[config.mk]
export PLATFORM = sky130hd
export DESIGN_NAME = pipeline_fetch_q
export DESIGN_NICKNAME = d
export VERILOG_FILES = /design/src/rtl/pipeline_fetch_q.sv
export SDC_FILE = /design/constraint.sdc
export NUM_CORES = 1
export LEC_CHECK = 0
export CAP_MARGIN = 20
export CORE_MARGIN = 2
export CORE_UTILIZATION = 49
export CTS_BUF_LIST = sky130_fd_sc_hd__clkbuf_16
export DETAILED_ROUTE_END_ITERATION = 8
export GPL_TIMING_DRIVEN = 0
export PLACE_DENSITY = 0.83
export RECOVER_POWER = 25
export SYNTH_ARGS = -nofsm -noshare
export SYNTH_HDL_FRONTEND = slang
export SYNTH_SLANG_ARGS = --single-unit
[constraint.sdc]
create_clock -name clk -period 3.2 [get_ports clk]
set_input_delay 0.48 -clock clk [delete_from_list [all_inputs] [get_ports clk]]
set_output_delay 0.48 -clock clk [all_outputs]
set_load 0.01 [all_outputs]
[src/rtl/pipeline_fetch_q.sv]
// Instruction fetch front end: issues one-deep outstanding reads, queues
// returned {pc, inst} pairs for DECODE, and handles redirects and memread stalls.
module pipeline_fetch_q #(
   parameter int              XLEN          = 32,
   parameter int              FQ_DEPTH      = 4,
   parameter int              MEMREAD_STALL = 3,
   parameter logic [XLEN-1:0] RESET_PC      = '0
) (
   input  logic            clk,
   input  logic            rst_n,
   output logic            im_req,
   output logic [XLEN-1:0] im_addr,
   input  logic [31:0]     im_rdata,
   input  logic            im_valid,
   input  logic            br_late_enable,
   input  logic [XLEN-1:0] br_late_target,
   input  logic            br_early_enable,
   input  logic [XLEN-1:0] br_early_target,
   input  logic            memread_enable,
   output logic            out_valid,
   input  logic            out_ready,
   output logic [XLEN-1:0] pc_out,
   output logic [31:0]     inst_out,
   output logic            br_late_done_d1
);

   localparam int AW = $clog2(FQ_DEPTH);
   localparam int PW = AW + 1;
   localparam int SW = $clog2(MEMREAD_STALL) + 1;

   logic [XLEN-1:0] pc_f, pend_pc;
   logic [XLEN-1:0] q_pc   [FQ_DEPTH];
   logic [31:0]     q_inst [FQ_DEPTH];
   logic [PW-1:0]   wptr, rptr, count;
   logic            pending, pend_epoch, epoch, first_cycle, late_d1;
   logic [SW-1:0]   stall_cnt;
   logic            stall, redirect, empty, full, fetch_room, push, pop;
   logic [XLEN-1:0] br_target;

   assign count    = wptr - rptr;
   assign empty    = (wptr == rptr);
   assign full     = (wptr[AW] != rptr[AW]) && (wptr[AW-1:0] == rptr[AW-1:0]);
   // An outstanding read already owns a slot, so leave room for it.
   assign fetch_room = !full && !(pending && (count == PW'(FQ_DEPTH - 1)));

   assign stall     = (memread_enable && !first_cycle) || (stall_cnt != '0);
   assign redirect  = br_late_enable || br_early_enable;
   assign br_target = br_late_enable ? br_late_target : br_early_target;

   assign im_req   = rst_n && !stall && !redirect && fetch_room;
   assign im_addr  = rst_n ? pc_f : RESET_PC;
   // Stale-epoch responses belong to a squashed stream and are dropped.
   assign push     = im_valid && pending && (pend_epoch == epoch) && !redirect;
   assign out_valid = rst_n && !empty && !stall && !redirect;
   assign pop      = out_valid && out_ready;
   assign pc_out   = out_valid ? q_pc[rptr[AW-1:0]] : '0;
   assign inst_out = out_valid ? q_inst[rptr[AW-1:0]] : '0;
   assign br_late_done_d1 = rst_n && late_d1;

   always_ff @(posedge clk) begin
      if (!rst_n) begin
         pc_f        <= RESET_PC;
         pend_pc     <= RESET_PC;
         wptr        <= '0;
         rptr        <= '0;
         pending     <= 1'b0;
         pend_epoch  <= 1'b0;
         epoch       <= 1'b0;
         stall_cnt   <= '0;
         first_cycle <= 1'b1;
         late_d1     <= 1'b0;
      end else begin
         first_cycle <= 1'b0;
         late_d1     <= br_late_enable;
         if (memread_enable)
            stall_cnt <= SW'(MEMREAD_STALL - 1);
         else if (stall_cnt != '0)
            stall_cnt <= stall_cnt - 1'b1;

         if (im_req) begin
            pending    <= 1'b1;
            pend_epoch <= epoch;
            pend_pc    <= pc_f;
            pc_f       <= pc_f + XLEN'(4);
         end else if (im_valid) begin
            pending    <= 1'b0;
         end

         if (push)
            wptr <= wptr + 1'b1;

         if (redirect) begin
            pc_f  <= br_target;
            epoch <= ~epoch;
            rptr  <= wptr;
         end else if (pop) begin
            rptr  <= rptr + 1'b1;
         end
      end
   end

   always_ff @(posedge clk) begin
      if (rst_n && push) begin
         q_pc[wptr[AW-1:0]]   <= pend_pc;
         q_inst[wptr[AW-1:0]] <= im_rdata;
      end
   end

endmodule

==> Word level (Yosys, flattened, before mapping) <==
Memories as Yosys holds them, arrays and structs flattened. A register that Yosys moved wholly into a read port is not among the register bits.
Cells that the tools add are included.
{ "op_classes": {"n_eq_ne": 5, "muxes": 19, "n_addsub": 5, "reduce_logical": 30, "bitwise": 2} }
{ "op_table": {"columns": ["cell", "count"], "rows": [
  ["two-way mux 32 bit", 6],
  ["adder 32 x 3 -> 32 bit (second input constant)", 1],
  ["logical AND 1 bit", 16],
  ["two-way mux 2 bit", 6],
  ["nonzero test 2 bit", 4],
  ["adder 3 x 1 -> 3 bit (second input constant)", 2],
  ["zero test 1 bit", 6],
  ["two-way mux 3 bit", 2],
  ["two-way mux 1 bit", 5],
  ["== test 3 x 2 -> 1 bit (second input constant)", 1],
  ["== test 3 bit", 1],
  ["nonzero test 3 bit", 1],
  ["subtractor 3 x 1 -> 3 bit (second input constant)", 1],
  ["subtractor 3 bit", 1],
  ["== test 2 bit", 1],
  ["logical OR 1 bit", 2],
  ["inverter 1 bit", 2],
  ["OR reduction 2 bit", 1],
  ["== test 1 bit", 1],
  ["inequality test 1 bit", 1]
]} }
{ "totals": {"memories": 2, "output_inout_bits": 99, "ram_bits": 256, "register_bits": 78, "input_bits": 103} }
{ "memory_table": {"columns": ["name", "words", "word_bits", "read_ports", "rd_ports_with_merged_regs", "write_ports", "line", "source"], "rows": [
  ["q_inst", 4, 32, 1, 1, 1, "33", "logic [31:0] q_inst [FQ_DEPTH];"],
  ["q_pc", 4, 32, 1, 1, 1, "32", "logic [XLEN-1:0] q_pc [FQ_DEPTH];"]
]} }

==> Longest topological paths before layout <==
{ "depth": {"word_depth": 11, "ltp_mapped": 13, "mapped_depth_nobuf": 11} }

==> Worst setup path after synthesis <==
No wires, ideal clock.
{ "synth_path": {"path_type": "input-to-reg", "startpoint": "in br_early_enable", "endpoint": "mem q_inst[1][0], enable pin", "setup_slack_ns": -0.233, "setup_time_ns": 0.429, "required_time_ns": 2.771, "stages": 5, "arrival_ns": 3.004, "cell_sequence": "clkbuf_1 > inv_1 > nand2_1 > nor3_1 > and3_1"} }
{ "synth_between": {"elab_chain_cells": 6} }
{ "synth_rtl": {"columns": ["item", "line", "source"], "rows": [
  ["from (decl)", "17", "input logic br_early_enable,"],
  ["logical OR 1 bit", "47", "assign redirect = br_late_enable || br_early_enable;"],
  ["zero test 1 bit", "53", "assign push = im_valid && pending && (pend_epoch == epoch) && !redirect;"],
  ["logical AND 1 bit", "53", null],
  ["logical AND 1 bit", "103", "if (rst_n && push) begin"],
  ["two-way mux 1 bit", "103", null],
  ["two-way mux 1 bit (not written as such)", "105", "q_inst[wptr[AW-1:0]] <= im_rdata;"],
  ["to (decl)", "33", null]
]} }
No other way between the ends.

==> Worst setup path in the final report <==
{ "layout_path": {"startpoint": "in br_late_enable", "endpoint": "out pc_out[12]"} }
{ "layout_between": {"elab_chain_cells": 4} }
{ "layout_rtl": {"columns": ["item", "line", "source"], "rows": [
  ["from (decl)", "15", "input logic br_late_enable,"],
  ["logical OR 1 bit", "47", null],
  ["zero test 1 bit", "54", "assign out_valid = rst_n && !empty && !stall && !redirect;"],
  ["logical AND 1 bit", "54", null],
  ["two-way mux 32 bit", "56", "assign pc_out = out_valid ? q_pc[rptr[AW-1:0]] : '0;"],
  ["to (decl)", "22", "output logic [XLEN-1:0] pc_out,"]
]} }
No other way between the ends.

==> impl_metrics.csv <==
group,metric,value,unit
yosys,synthTopCellsByArea,"edfxtp_1, dfxtp_1, mux4_2, and2_1, nand2_1",
clock_tree,cts_tree,"done",
pwr,max-vdd-ir-drop,280,uV
yosys,yosys_warnings,0,
placement,dp_hpwl,22100,microns
drt,top_layer,"met4",
yosys,postSynth.asyncResetShare,0,%
finish,final_net_count,1282,
yosys,synth_edf_count,256,
worst_setup_path,worstPathMaxFanout,10,
global_route,grt_usage,22.1,%
clock_tree,htreeDepth,2,
timing,fin_tns_setup,0,ns
min_path,hp-class,"flip-flop to flip-flop",
timing,fmax,324,MHz
worst_setup_path,slowest_stage,"clkdlybuf4s50_1",
yosys,synth_area_per_cell,14.9,sq um
pwr,pwr_density_cell,504,nW/um^2
timing,min_period,3.09,ns
timing,setup_viol,0,
die,fp.dieW,172,microns
yosys,synth_most_common_cell,"edfxtp_1",
die,num_rows,61,
global_route,grt_pass1_wl,49200,microns
drt,drc,0,
worst_setup_path,crit_chain,"clkdlybuf4s50_1 > nor2_2 > and3_4 > buf_4 > clkbuf_2 > and2_1 > clkdlybuf4s50_1",
drt,routed-wl-met2,16500,microns
finish,syn2layout_area_growth,27.7,%
worst_setup_path,crit_required,2.72,ns
global_route,grt_start_max_net_pins,41,
yosys,syn_nets,1041,
yosys,synth_ff_type,"edfxtp_1",
worst_setup_path,crit_buf_inv,4,
yosys,ys_types,61,
worst_setup_path,arrival,2.61,ns
worst_setup_path,crit_type,"input pin to output port",
worst_setup_path,startpoint_type,"input pin",
worst_setup_path,crit_family,"buffers and inverters",
die,dieArea,29600,sq um
yosys,synth_largest_area_cell,"edfxtp_1",
drt,drtIter0Drc,887,
drt,m1WireLength,13200,microns
clock_tree,holdBufCountCts,0,
drt,num_vias,9011,
drt,final_antenna_net_count,0,
global_route,antenna_found_initial,2,
die,start_util,49.7,%
placement,gp_congestion,0.910,
worst_setup_path,cp-end-kind,"output port",
worst_setup_path,crit_path_max_incr_delay,0.53,ns
yosys,syn-cell-area,13800,sq um
yosys,synth_top_area_share,55.6,%
drt,firstDrtPassIters,5,
drt,wl_met3,2650,microns
die,die_h,172,microns
yosys,ys_seq_area_share,67.2,%
pwr,p_leak,6.16,nW
clock_tree,cts_sinks,336,
drt,avgViaCountPerCell,5.72,
global_route,grt_pass1_vias,8830,
job,drv_cap,0,
clock_tree,root_buffer,"clkbuf_16",
timing,period_share,96.5,%
placement,io_buffers,200,
timing,slew_headroom,41.9,%
worst_setup_path,path_common_cell,"clkdlybuf4s50_1",
timing,tightest_slew,0.865,ns
clock_tree,cts_buffers,35,
global_route,gr-total-overflow,0,
clock_tree,clkTransAtPathRegs,0.06,ns
yosys,synth_cells,929,
drt,wirelength,33300,microns
die,core_area,27800,sq um
die,ios,202,
yosys,synth.top_cells.by_count,"edfxtp_1, and2_1, nand2_1, dfxtp_1, a21oi_1",
finish,drive_above_1_share,15.2,%
yosys,synth-seq-cells,336,
timing,hold_viol_final,0,
clock_tree,cts_buffer_depth,3,
pwr,finalPower,8.89,mW
drt,avgRoutedWirePerCell,21.2,microns
timing,fin_hold_ws,0.459,ns
status,outcome,"completed",
clock_tree,clock_latency,0.51,ns
timing,final_max_slew_viol_count,0,
timing,finalClockSkew,0.0230,ns
==> worst reg2reg max path, stage by stage, from the launching register on <==
cell	delay, ns
dfxtp_4	0.36
inv_2	0.10
ha_4	0.13
inv_1	0.04
fa_1	0.51
nand4bb_1	0.13
a21o_1	0.24
buf_4	0.15
buf_4	0.13
and3_1	0.26
a311oi_1	0.30
a21oi_1	0.10
a211oi_1	0.20
==> metrics by stage <==
| step | util (%) | instances | worst slack, ns | area [sq um] |
|---|---|---|---|---|
| 5_1_grt | 63.5 | 1573 | -0.00483 | 17600 |
| 4_1_cts | 63.1 | 1570 | -0.0133 | 17500 |
| 3_5_place_dp | 59.1 | 1511 | -0.814 | 16400 |
| 3_3_place_gp | 58.7 | 1507 | -0.729 | 16300 |
| 6_report | 63.5 | 1574 | 0.113 | 17600 |
| 2_1_floorplan | - | 929 | 0.469 | 13800 |
==> registers in the layout, summed over array words and instances, names as in the netlist, 3 cells and up, named ones only <==
| name | count |
|---|---|
| q_pc | 128 |
| pend_pc | 32 |
| rptr | 3 |
| wptr | 3 |
| pc_f | 32 |
| q_inst | 128 |
| stall_cnt | 3 |
==> layer usage <==
layer / GRT usage (%) / up-vias
met2: 38.0 / 426
met5: 0 / -
li1: - / 4042
met4: 7.27 / 0
met3: 4.05 / 64
met1: 28.7 / 4479
==> where the power goes <==
part / switching (mW) / internal (mW) / leakage (nW)
clock network: 1.56 / 2.07 / 0.516
registers: 0.0619 / 4.70 / 2.77
logic: 0.239 / 0.267 / 2.88
total: 1.86 / 7.03 / 6.16
==> layout make-up <==
type                            instances  area [sq um]
Fill cell                            1989         10100
Sequential cell                       336          9300
Buffer                                 54           385
Tap cell                              378           473
Inverter                               14          52.6
Timing Repair Buffer                  207          2190
Antenna cell                            2          5.00
Clock buffer                           35           876
Multi-Input combinational cell        522          4210
Clock inverter                         26           146
==> kinds of logic (layout without fill, tap and decap cells) <==
kind of cell | Yosys count | in the layout | synth area share (%)
fa+ha+maj | 9 | 9 | 0.869
compound gates | 149 | 149 | 6.97
simple gates | 283 | 283 | 10.7
mux | 67 | 67 | 10.6
flops | 336 | 336 | 67.2
xor+xnor | 14 | 14 | 0.887
buf+inv | 71 | 336 | 2.67
other cells | 0 | 2 | 0
==> final timing paths <==
kind / cells after the start / from / slack, ns / end
min: 1 / stall_cnt[0]$_SDFFE_PP0P_ / 0.46 / stall_cnt[0]$_SDFFE_PP0P_
max: 7 / br_late_enable / 0.11 / pc_out[12]
max reg2reg: 12 / wptr[0]$_SDFFE_PN0N_ / 0.47 / pc_f[6]$_SDFFE_PN0P_
min reg2reg: 1 / stall_cnt[0]$_SDFFE_PP0P_ / 0.46 / stall_cnt[0]$_SDFFE_PP0P_
==> cells in the final DEF (no fill, tap or decap), types with 8 or more instances in the layout <==
cell type / instances
clkinv_1: 12
a22oi_1: 9
mux4_2: 64
clkdlybuf4s50_1: 148
dlymetal6s2s_1: 32
o221ai_1: 11
inv_1: 16
and2_1: 95
xor2_1: 9
nand4_1: 12
clkbuf_2: 9
a21oi_1: 67
dfxtp_1: 75
clkbuf_16: 36
edfxtp_1: 256
nand3_1: 13
nand2_1: 94
o21ai_0: 16
nor2_1: 29
dlygate4sd2_1: 8
clkbuf_1: 17
dlygate4sd3_1: 11
==> what timing repair did <==
| action | 4_1_cts | 5_1_grt |
|---|---|---|
| gates resized for setup | 45 | 50 |
| endpoints found under the setup margin | 77 | 50 |
| cloned | 0 | 0 |
| buffers inserted | 1 | 2 |
| pin swaps | 1 | 1 |
Note: power is estimated with default switching activity, not from simulation.
